===== src/rtl/arb_requester_if.sv =====
// -----------------------------------------------------------------------------
// arb_requester_if
// Bundles the command, arbiter-handshake and shared-bus signals of one
// arbiter client.
//   master : the requester agent (accepts commands, drives req/bus/status)
//   slave  : the surrounding logic (offers commands, returns grant, observes bus)
// Signals:
//   cmd_valid/cmd_ready/cmd_len/cmd_data : command push handshake
//   arb_req/arb_gnt                      : request/grant pair to the arbiter
//   bus_valid/bus_data/bus_last          : burst beats on the shared bus
//   busy, timeout_err                    : status
// -----------------------------------------------------------------------------
interface arb_requester_if #(
    parameter int LEN_W  = 4,
    parameter int DATA_W = 8
);
    logic              cmd_valid;
    logic              cmd_ready;
    logic [LEN_W-1:0]  cmd_len;
    logic [DATA_W-1:0] cmd_data;
    logic              arb_req;
    logic              arb_gnt;
    logic              bus_valid;
    logic [DATA_W-1:0] bus_data;
    logic              bus_last;
    logic              busy;
    logic              timeout_err;

    modport master (
        input  cmd_valid, cmd_len, cmd_data, arb_gnt,
        output cmd_ready, arb_req, bus_valid, bus_data, bus_last, busy, timeout_err
    );

    modport slave (
        output cmd_valid, cmd_len, cmd_data, arb_gnt,
        input  cmd_ready, arb_req, bus_valid, bus_data, bus_last, busy, timeout_err
    );
endinterface


===== src/rtl/arb_requester.sv =====
// -----------------------------------------------------------------------------
// arb_requester
// Client agent for a four-way priority arbiter. Commands {len, first data}
// are queued in a small FIFO; for each one the agent raises arb_req, waits
// for arb_gnt, then emits len+1 incrementing beats while it holds the grant,
// releases the request and idles for GAP cycles before the next request.
// Ports:
//   arb_clk, arb_rst : clock (rising edge), asynchronous active-high reset
//   bus (master)     : command push, arbiter req/gnt, bus beats, status
// Optional feature: define ARB_REQ_TIMEOUT_EN to abandon a request after
// TIMEOUT grant-less REQ cycles (timeout_err pulses, command discarded).
// Without it REQ waits forever and timeout_err is tied low.
// -----------------------------------------------------------------------------
module arb_requester #(
    parameter int FIFO_DEPTH = 4,
    parameter int LEN_W      = 4,
    parameter int DATA_W     = 8,
    parameter int GAP        = 1,
    parameter int TIMEOUT    = 16
) (
    input  logic            arb_clk,
    input  logic            arb_rst,
    arb_requester_if.master bus
);
    localparam int PTR_W = (FIFO_DEPTH > 1) ? $clog2(FIFO_DEPTH) : 1;
    localparam int CNT_W = PTR_W + 1;
    localparam int GAP_W = (GAP > 1) ? $clog2(GAP) : 1;

    typedef enum logic [1:0] {
        ST_IDLE = 2'd0,
        ST_REQ  = 2'd1,
        ST_OWN  = 2'd2,
        ST_GAP  = 2'd3
    } state_t;

    // command FIFO
    logic [LEN_W+DATA_W-1:0] mem_r [FIFO_DEPTH];
    logic [PTR_W-1:0]        wr_ptr_r;
    logic [PTR_W-1:0]        rd_ptr_r;
    logic [CNT_W-1:0]        count_r;
    logic                    cmd_ready_s;
    logic                    push_s;
    logic                    pop_s;

    // burst engine
    state_t            state_r, state_nxt_s;
    logic              arb_req_r, arb_req_nxt_s;
    logic              bus_valid_r, bus_valid_nxt_s;
    logic [LEN_W-1:0]  beat_r, beat_nxt_s;
    logic [LEN_W-1:0]  len_r, len_nxt_s;
    logic [DATA_W-1:0] base_r, base_nxt_s;
    logic [GAP_W-1:0]  gap_cnt_r, gap_cnt_nxt_s;

`ifdef ARB_REQ_TIMEOUT_EN
    localparam int TO_W = (TIMEOUT > 1) ? $clog2(TIMEOUT) : 1;
    logic [TO_W-1:0] to_cnt_r, to_cnt_nxt_s;
    logic            tmo_err_r, tmo_err_nxt_s;
`else
    logic [31:0]     unused_timeout_s;
    assign unused_timeout_s = 32'(TIMEOUT);
`endif

    // Ready comes from the registered count so it never depends on this cycle's pop.
    assign cmd_ready_s = (count_r != CNT_W'(FIFO_DEPTH));
    assign push_s      = bus.cmd_valid && cmd_ready_s;

    // FIFO storage; payload only, validity tracked by count_r
    always_ff @(posedge arb_clk) begin
        if (push_s) begin
            mem_r[wr_ptr_r] <= {bus.cmd_len, bus.cmd_data};
        end
    end

    // FIFO pointers and occupancy
    always_ff @(posedge arb_clk or posedge arb_rst) begin
        if (arb_rst) begin
            wr_ptr_r <= PTR_W'(0);
            rd_ptr_r <= PTR_W'(0);
            count_r  <= CNT_W'(0);
        end else begin
            if (push_s) begin
                wr_ptr_r <= wr_ptr_r + PTR_W'(1);
            end
            if (pop_s) begin
                rd_ptr_r <= rd_ptr_r + PTR_W'(1);
            end
            case ({push_s, pop_s})
                2'b10:   count_r <= count_r + CNT_W'(1);
                2'b01:   count_r <= count_r - CNT_W'(1);
                default: count_r <= count_r;
            endcase
        end
    end

    // FSM next-state and registered-output computation
    always_comb begin
        state_nxt_s     = state_r;
        arb_req_nxt_s   = arb_req_r;
        bus_valid_nxt_s = bus_valid_r;
        beat_nxt_s      = beat_r;
        len_nxt_s       = len_r;
        base_nxt_s      = base_r;
        gap_cnt_nxt_s   = gap_cnt_r;
        pop_s           = 1'b0;
`ifdef ARB_REQ_TIMEOUT_EN
        to_cnt_nxt_s    = to_cnt_r;
        tmo_err_nxt_s   = 1'b0;
`endif
        case (state_r)
            ST_IDLE: begin
                if (count_r != CNT_W'(0)) begin
                    pop_s                   = 1'b1;
                    {len_nxt_s, base_nxt_s} = mem_r[rd_ptr_r];
                    beat_nxt_s              = LEN_W'(0);
                    arb_req_nxt_s           = 1'b1;
`ifdef ARB_REQ_TIMEOUT_EN
                    to_cnt_nxt_s            = TO_W'(0);
`endif
                    state_nxt_s             = ST_REQ;
                end else begin
                    state_nxt_s = ST_IDLE;
                end
            end
            ST_REQ: begin
                // A grant seen on the expiry edge still wins.
                if (bus.arb_gnt) begin
                    bus_valid_nxt_s = 1'b1;
                    state_nxt_s     = ST_OWN;
                end else begin
`ifdef ARB_REQ_TIMEOUT_EN
                    if (to_cnt_r == TO_W'(TIMEOUT - 1)) begin
                        arb_req_nxt_s = 1'b0;
                        tmo_err_nxt_s = 1'b1;
                        gap_cnt_nxt_s = GAP_W'(0);
                        state_nxt_s   = ST_GAP;
                    end else begin
                        to_cnt_nxt_s = to_cnt_r + TO_W'(1);
                    end
`else
                    state_nxt_s = ST_REQ;
`endif
                end
            end
            ST_OWN: begin
                // A beat is consumed on every edge where bus_valid is high;
                // a dropped grant stalls the burst without losing the beat index.
                if (bus_valid_r) begin
                    if (beat_r == len_r) begin
                        arb_req_nxt_s   = 1'b0;
                        bus_valid_nxt_s = 1'b0;
                        gap_cnt_nxt_s   = GAP_W'(0);
                        state_nxt_s     = ST_GAP;
                    end else begin
                        beat_nxt_s      = beat_r + LEN_W'(1);
                        bus_valid_nxt_s = bus.arb_gnt;
                    end
                end else begin
                    bus_valid_nxt_s = bus.arb_gnt;
                end
            end
            ST_GAP: begin
                if (gap_cnt_r == GAP_W'(GAP - 1)) begin
                    state_nxt_s = ST_IDLE;
                end else begin
                    gap_cnt_nxt_s = gap_cnt_r + GAP_W'(1);
                end
            end
            default: begin
                arb_req_nxt_s   = 1'b0;
                bus_valid_nxt_s = 1'b0;
                state_nxt_s     = ST_IDLE;
            end
        endcase
    end

    // FSM state and burst registers
    always_ff @(posedge arb_clk or posedge arb_rst) begin
        if (arb_rst) begin
            state_r     <= ST_IDLE;
            arb_req_r   <= 1'b0;
            bus_valid_r <= 1'b0;
            beat_r      <= LEN_W'(0);
            len_r       <= LEN_W'(0);
            base_r      <= DATA_W'(0);
            gap_cnt_r   <= GAP_W'(0);
        end else begin
            state_r     <= state_nxt_s;
            arb_req_r   <= arb_req_nxt_s;
            bus_valid_r <= bus_valid_nxt_s;
            beat_r      <= beat_nxt_s;
            len_r       <= len_nxt_s;
            base_r      <= base_nxt_s;
            gap_cnt_r   <= gap_cnt_nxt_s;
        end
    end

`ifdef ARB_REQ_TIMEOUT_EN
    // grant-wait counter and abandonment pulse
    always_ff @(posedge arb_clk or posedge arb_rst) begin
        if (arb_rst) begin
            to_cnt_r  <= TO_W'(0);
            tmo_err_r <= 1'b0;
        end else begin
            to_cnt_r  <= to_cnt_nxt_s;
            tmo_err_r <= tmo_err_nxt_s;
        end
    end
    assign bus.timeout_err = tmo_err_r;
`else
    assign bus.timeout_err = 1'b0;
`endif

    assign bus.cmd_ready = cmd_ready_s;
    assign bus.arb_req   = arb_req_r;
    assign bus.bus_valid = bus_valid_r;
    // Payload wraps modulo 2^DATA_W; it is zero out of reset since base and beat are.
    assign bus.bus_data  = base_r + DATA_W'(beat_r);
    assign bus.bus_last  = bus_valid_r && (beat_r == len_r);
    assign bus.busy      = (state_r != ST_IDLE) || (count_r != CNT_W'(0));

endmodule


===== src/flat_wrapper.sv =====
// flat-port wrapper written by rule: the top's interface ports become plain ports
module arb_requester_flat 
#(
    parameter int FIFO_DEPTH = 4,
    parameter int LEN_W      = 4,
    parameter int DATA_W     = 8,
    parameter int GAP        = 1,
    parameter int TIMEOUT    = 16
)
  (arb_clk, arb_rst, bus_cmd_valid, bus_cmd_len, bus_cmd_data, bus_arb_gnt, bus_cmd_ready, bus_arb_req, bus_bus_valid, bus_bus_data, bus_bus_last, bus_busy, bus_timeout_err);
  arb_requester_if #(.LEN_W(LEN_W), .DATA_W(DATA_W)) bus_i ();
  input  logic arb_clk;
  input  logic arb_rst;
  input wire logic [$bits(bus_i.cmd_valid)-1:0] bus_cmd_valid;
  input wire logic [$bits(bus_i.cmd_len)-1:0] bus_cmd_len;
  input wire logic [$bits(bus_i.cmd_data)-1:0] bus_cmd_data;
  input wire logic [$bits(bus_i.arb_gnt)-1:0] bus_arb_gnt;
  output wire logic [$bits(bus_i.cmd_ready)-1:0] bus_cmd_ready;
  output wire logic [$bits(bus_i.arb_req)-1:0] bus_arb_req;
  output wire logic [$bits(bus_i.bus_valid)-1:0] bus_bus_valid;
  output wire logic [$bits(bus_i.bus_data)-1:0] bus_bus_data;
  output wire logic [$bits(bus_i.bus_last)-1:0] bus_bus_last;
  output wire logic [$bits(bus_i.busy)-1:0] bus_busy;
  output wire logic [$bits(bus_i.timeout_err)-1:0] bus_timeout_err;
  assign bus_i.cmd_valid = bus_cmd_valid;
  assign bus_i.cmd_len = bus_cmd_len;
  assign bus_i.cmd_data = bus_cmd_data;
  assign bus_i.arb_gnt = bus_arb_gnt;
  assign bus_cmd_ready = bus_i.cmd_ready;
  assign bus_arb_req = bus_i.arb_req;
  assign bus_bus_valid = bus_i.bus_valid;
  assign bus_bus_data = bus_i.bus_data;
  assign bus_bus_last = bus_i.bus_last;
  assign bus_busy = bus_i.busy;
  assign bus_timeout_err = bus_i.timeout_err;
  arb_requester #(.FIFO_DEPTH(FIFO_DEPTH), .LEN_W(LEN_W), .DATA_W(DATA_W), .GAP(GAP), .TIMEOUT(TIMEOUT)) u_core (.arb_clk(arb_clk), .arb_rst(arb_rst), .bus(bus_i));
endmodule

===== config.mk =====
export PLATFORM = sky130hd
export DESIGN_NAME = arb_requester_flat
export DESIGN_NICKNAME = d
export VERILOG_FILES = /design/src/rtl/arb_requester_if.sv /design/src/rtl/arb_requester.sv /design/src/flat_wrapper.sv
export SDC_FILE = /design/constraint.sdc
export NUM_CORES = 1
export LEC_CHECK = 0
export CORE_MARGIN = 4
export CORE_UTILIZATION = 50
export CTS_BUF_LIST = sky130_fd_sc_hd__clkbuf_4 sky130_fd_sc_hd__clkbuf_8 sky130_fd_sc_hd__clkbuf_16
export CTS_CLUSTER_DIAMETER = 30
export DETAILED_ROUTE_END_ITERATION = 12
export PLACE_DENSITY = 0.82
export SLEW_MARGIN = 10
export SYNTH_ARGS = -nofsm -noshare
export SYNTH_HDL_FRONTEND = slang
export SYNTH_SLANG_ARGS = --single-unit

===== constraint.sdc =====
create_clock -name arb_clk -period 2.5 [get_ports arb_clk]
set_input_delay 0.75 -clock arb_clk [delete_from_list [all_inputs] [get_ports arb_clk]]
set_output_delay 0.75 -clock arb_clk [all_outputs]
set_load 0.02 [all_outputs]

==> flow_metrics.tcl <==
set metrics [dict create \
    syn-cell-area_sq_um 3221 \
    ir_worst_vdd_mv 0.7242 \
    synth_seq_cells 75 \
    failed_checks "negative setup slack" \
    wl_mm 5.511 \
    whs_endpoint "u_core.base_r[2]$_DFFE_PP0P_" \
    rows 28 \
    cp-end-kind "output port" \
    coreArea_sq_um 6096 \
    crit_type "reg -> out" \
    cp-start-kind "register" \
    clock_skew_ps 7.456 \
    synth_top_area_share_pct 44.76 \
    hold_viol 0 \
    area_growth_pct 29.76 \
    setup_violations 6 \
    grt_pass1_vias 1898 \
    tns_ps -787.4 \
    antenna_found_initial 0 \
    io_pins 30 \
    grt_first_pass_wirelength_mm 9.094 \
    leakage_nw 1.754 \
    antenna_left 0 \
    first_pass_iters 4 \
    drt_iter0_drc 83 \
    avgViaCountPerCell 5.192 \
    worst_r2r_endpoint "u_core.bus.bus_valid$_DFFE_PP0P_" \
    synth_edf_count 48 \
    fin_crit_sh_pct 109.3 \
    ys_warn_count 0 \
    hpwl_mm 3.627 \
    hold_depth 2 \
    yosys-top-cells-count "edfxtp_1, nand2_1, dfrtp_1, mux4_2, ha_1" \
    outcome "finished with violations" \
    grt_max_degree 28 \
    gp_congestion 0.7432 \
    ys_types 35 \
    clkTransAtPathRegs_ps 70 \
    slew_headroom_pct 60.78 \
    cts.htree.levels 3 \
    syn_inst 217 \
    portBuffers 28 \
    worst_slack_ps -233.4 \
    ys_async_sr_fraction_pct 36.00 \
    cts_tree "done" \
    detail_route.wl_per_cell_microns 15.10 \
    chipWidth_microns 88.26 \
    clk_latency_ps 340 \
    cap_viol_max_count 0 \
    cts_sinks 75 \
    grt_overflow 0 \
    yosysMostFrequentCell "edfxtp_1" \
    synth_nets 245 \
    track_usage_pct 15.87 \
    worstPathArrival_ps 1980 \
    critPathMaxFanout 2 \
    post-place-ws_ps -498.6 \
    synth.area.top_cells "edfxtp_1, dfrtp_1, mux4_2" \
    seq_area_frac_synth_pct 65.73 \
    remaining_drc_errors 0 \
    r2r_cells 13 \
    syn_avg_cell_area_sq_um 14.84 \
    die_y_microns 88.26 \
    min_path_type "reg -> reg" \
    n_fill_cell 429 \
    root_buffer "clkbuf_8" \
    die-area_sq_um 7789 \
    clock_path_buffers 2 \
    power.density_nw_per_um2 1220 \
    start_util_pct 52.83 \
    fmax_ghz 0.3658 \
    n_antenna_cell 0 \
    post-route-min-period_ps 2733 \
    worst_slew_pin_slew_ps 588.3 \
    synth_top_area_cell "edfxtp_1" \
    required_ps 1750 \
    regArea_sq_um 2117 \
    reg2reg_from "u_core.beat_r[1]$_DFFE_PP0P_" \
    holdWs_ps 502.3 \
    maxSlewViolCount 0 \
    worstHoldStart "u_core.base_r[2]$_DFFE_PP0P_" \
    multi_input_area_sq_um 1146 \
    vias 1895 \
    reg2reg_slack_ps 120 \
    final_nets 313 \
    ys.flop_type "edfxtp_1" \
    layout-drive-gt1-share_pct 30.69 \
    cts_made_buffers 9 \
    rsz0062_at_grt "true" \
    hold_buffers 0 \
]
[metrics by stage]
| step | instances | power, mW | area, sq um | util (%) |
|---|---|---|---|---|
| 2_1_floorplan | 217 | 3.174 | 3228 | - |
| 3_3_place_gp | 338 | 3.782 | 3756 | 61.62 |
| 3_5_place_dp | 338 | 3.850 | 3756 | 61.62 |
| 4_1_cts | 363 | 5.036 | 4094 | 67.16 |
| 5_1_grt | 365 | 5.434 | 4179 | 68.55 |
| 6_report | 365 | 5.100 | 4179 | 68.55 |
[layer usage]
layer	part of all wire (%)	up-vias	track usage, %
met5	0	-	0
li1	-	915	-
met1	42	929	20.05
met4	1.6	0	7.418
met2	52	43	26.44
met3	4.7	8	3.259
[cells by family after synthesis]
family                     Yosys count  synth area share, %
xor gates and xnor gates            15                4.079
adders and majority gates           12                5.128
and+or+nand+nor                     70                9.441
DFF                                 75                65.73
buffers and inverters               12                1.632
other                                1               0.1164
muxes                               16                9.868
AOI/OAI and AO/OA                   16                4.002
[where the power goes]
group | internal, mW | switching, mW | leakage [nW]
logic | 1.05 | 1.01 | 0.866
registers | 1.70 | 0.253 | 0.769
clock network | 0.661 | 0.425 | 0.119
[registers in the layout, summed over array words and instances (netlist names), 2 cells and up, named ones only]
register,flops
u_core.mem_r,48
u_core.base_r,8
u_core.beat_r,4
u_core.len_r,4
u_core.count_r,3
u_core.rd_ptr_r,2
u_core.wr_ptr_r,2
[critical path, cell delays in order (launching register included)]
cell and delay (ps):
dfrtp_1 390, ha_2 200, fa_2 350, a21o_1 180
a21oi_2 190, nor2_2 70, xor2_2 150, buf_6 140
[layout by cell type, fill, tap and decap left out, types with 7 or more instances in the layout]
cell type / Yosys / final
edfxtp_1: 48 / 48
nand2_1: 46 / 46
buf_4: 1 / 36
dfrtp_1: 27 / 27
clkdlybuf4s50_1: 0 / 19
mux4_2: 12 / 12
ha_1: 10 / 9
clkbuf_8: 0 / 9
xnor2_1: 8 / 8
buf_6: 0 / 7
[worst max path at each step]
| stage | start | to | slack (ps) | cells past startpoint |
|---|---|---|---|---|
| 2_1_floorplan | u_core.beat_r[0]$_DFFE_PP0P_ | bus_bus_data[6] | 0.6 | 6 |
| 3_3_place_gp | u_core.base_r[0]$_DFFE_PP0P_ | bus_bus_data[6] | -450 | 7 |
| 3_5_place_dp | u_core.base_r[0]$_DFFE_PP0P_ | bus_bus_data[6] | -500 | 7 |
| 4_1_cts | u_core.base_r[0]$_DFFE_PP0P_ | bus_bus_data[6] | -250 | 7 |
| 5_1_grt | u_core.beat_r[0]$_DFFE_PP0P_ | bus_bus_data[6] | -330 | 7 |
| 6_report | u_core.base_r[0]$_DFFE_PP0P_ | bus_bus_data[6] | -230 | 7 |
[what timing repair did]
action,CTS,global route
resized for setup,53,14
pin swaps,7,10
setup endpoints to repair,8,10
setup buffers,9,4
[area by class of cell]
class,instances,share of cell area [%]
clock buffers,9,2.964
repair buffers,64,13.47
clock inverters,7,2.784
well taps,75,2.246
multi-input cells,130,27.43
flip-flops and latches,75,50.66
inverters,5,0.4491
Note: power is estimated with default switching activity, not from simulation.
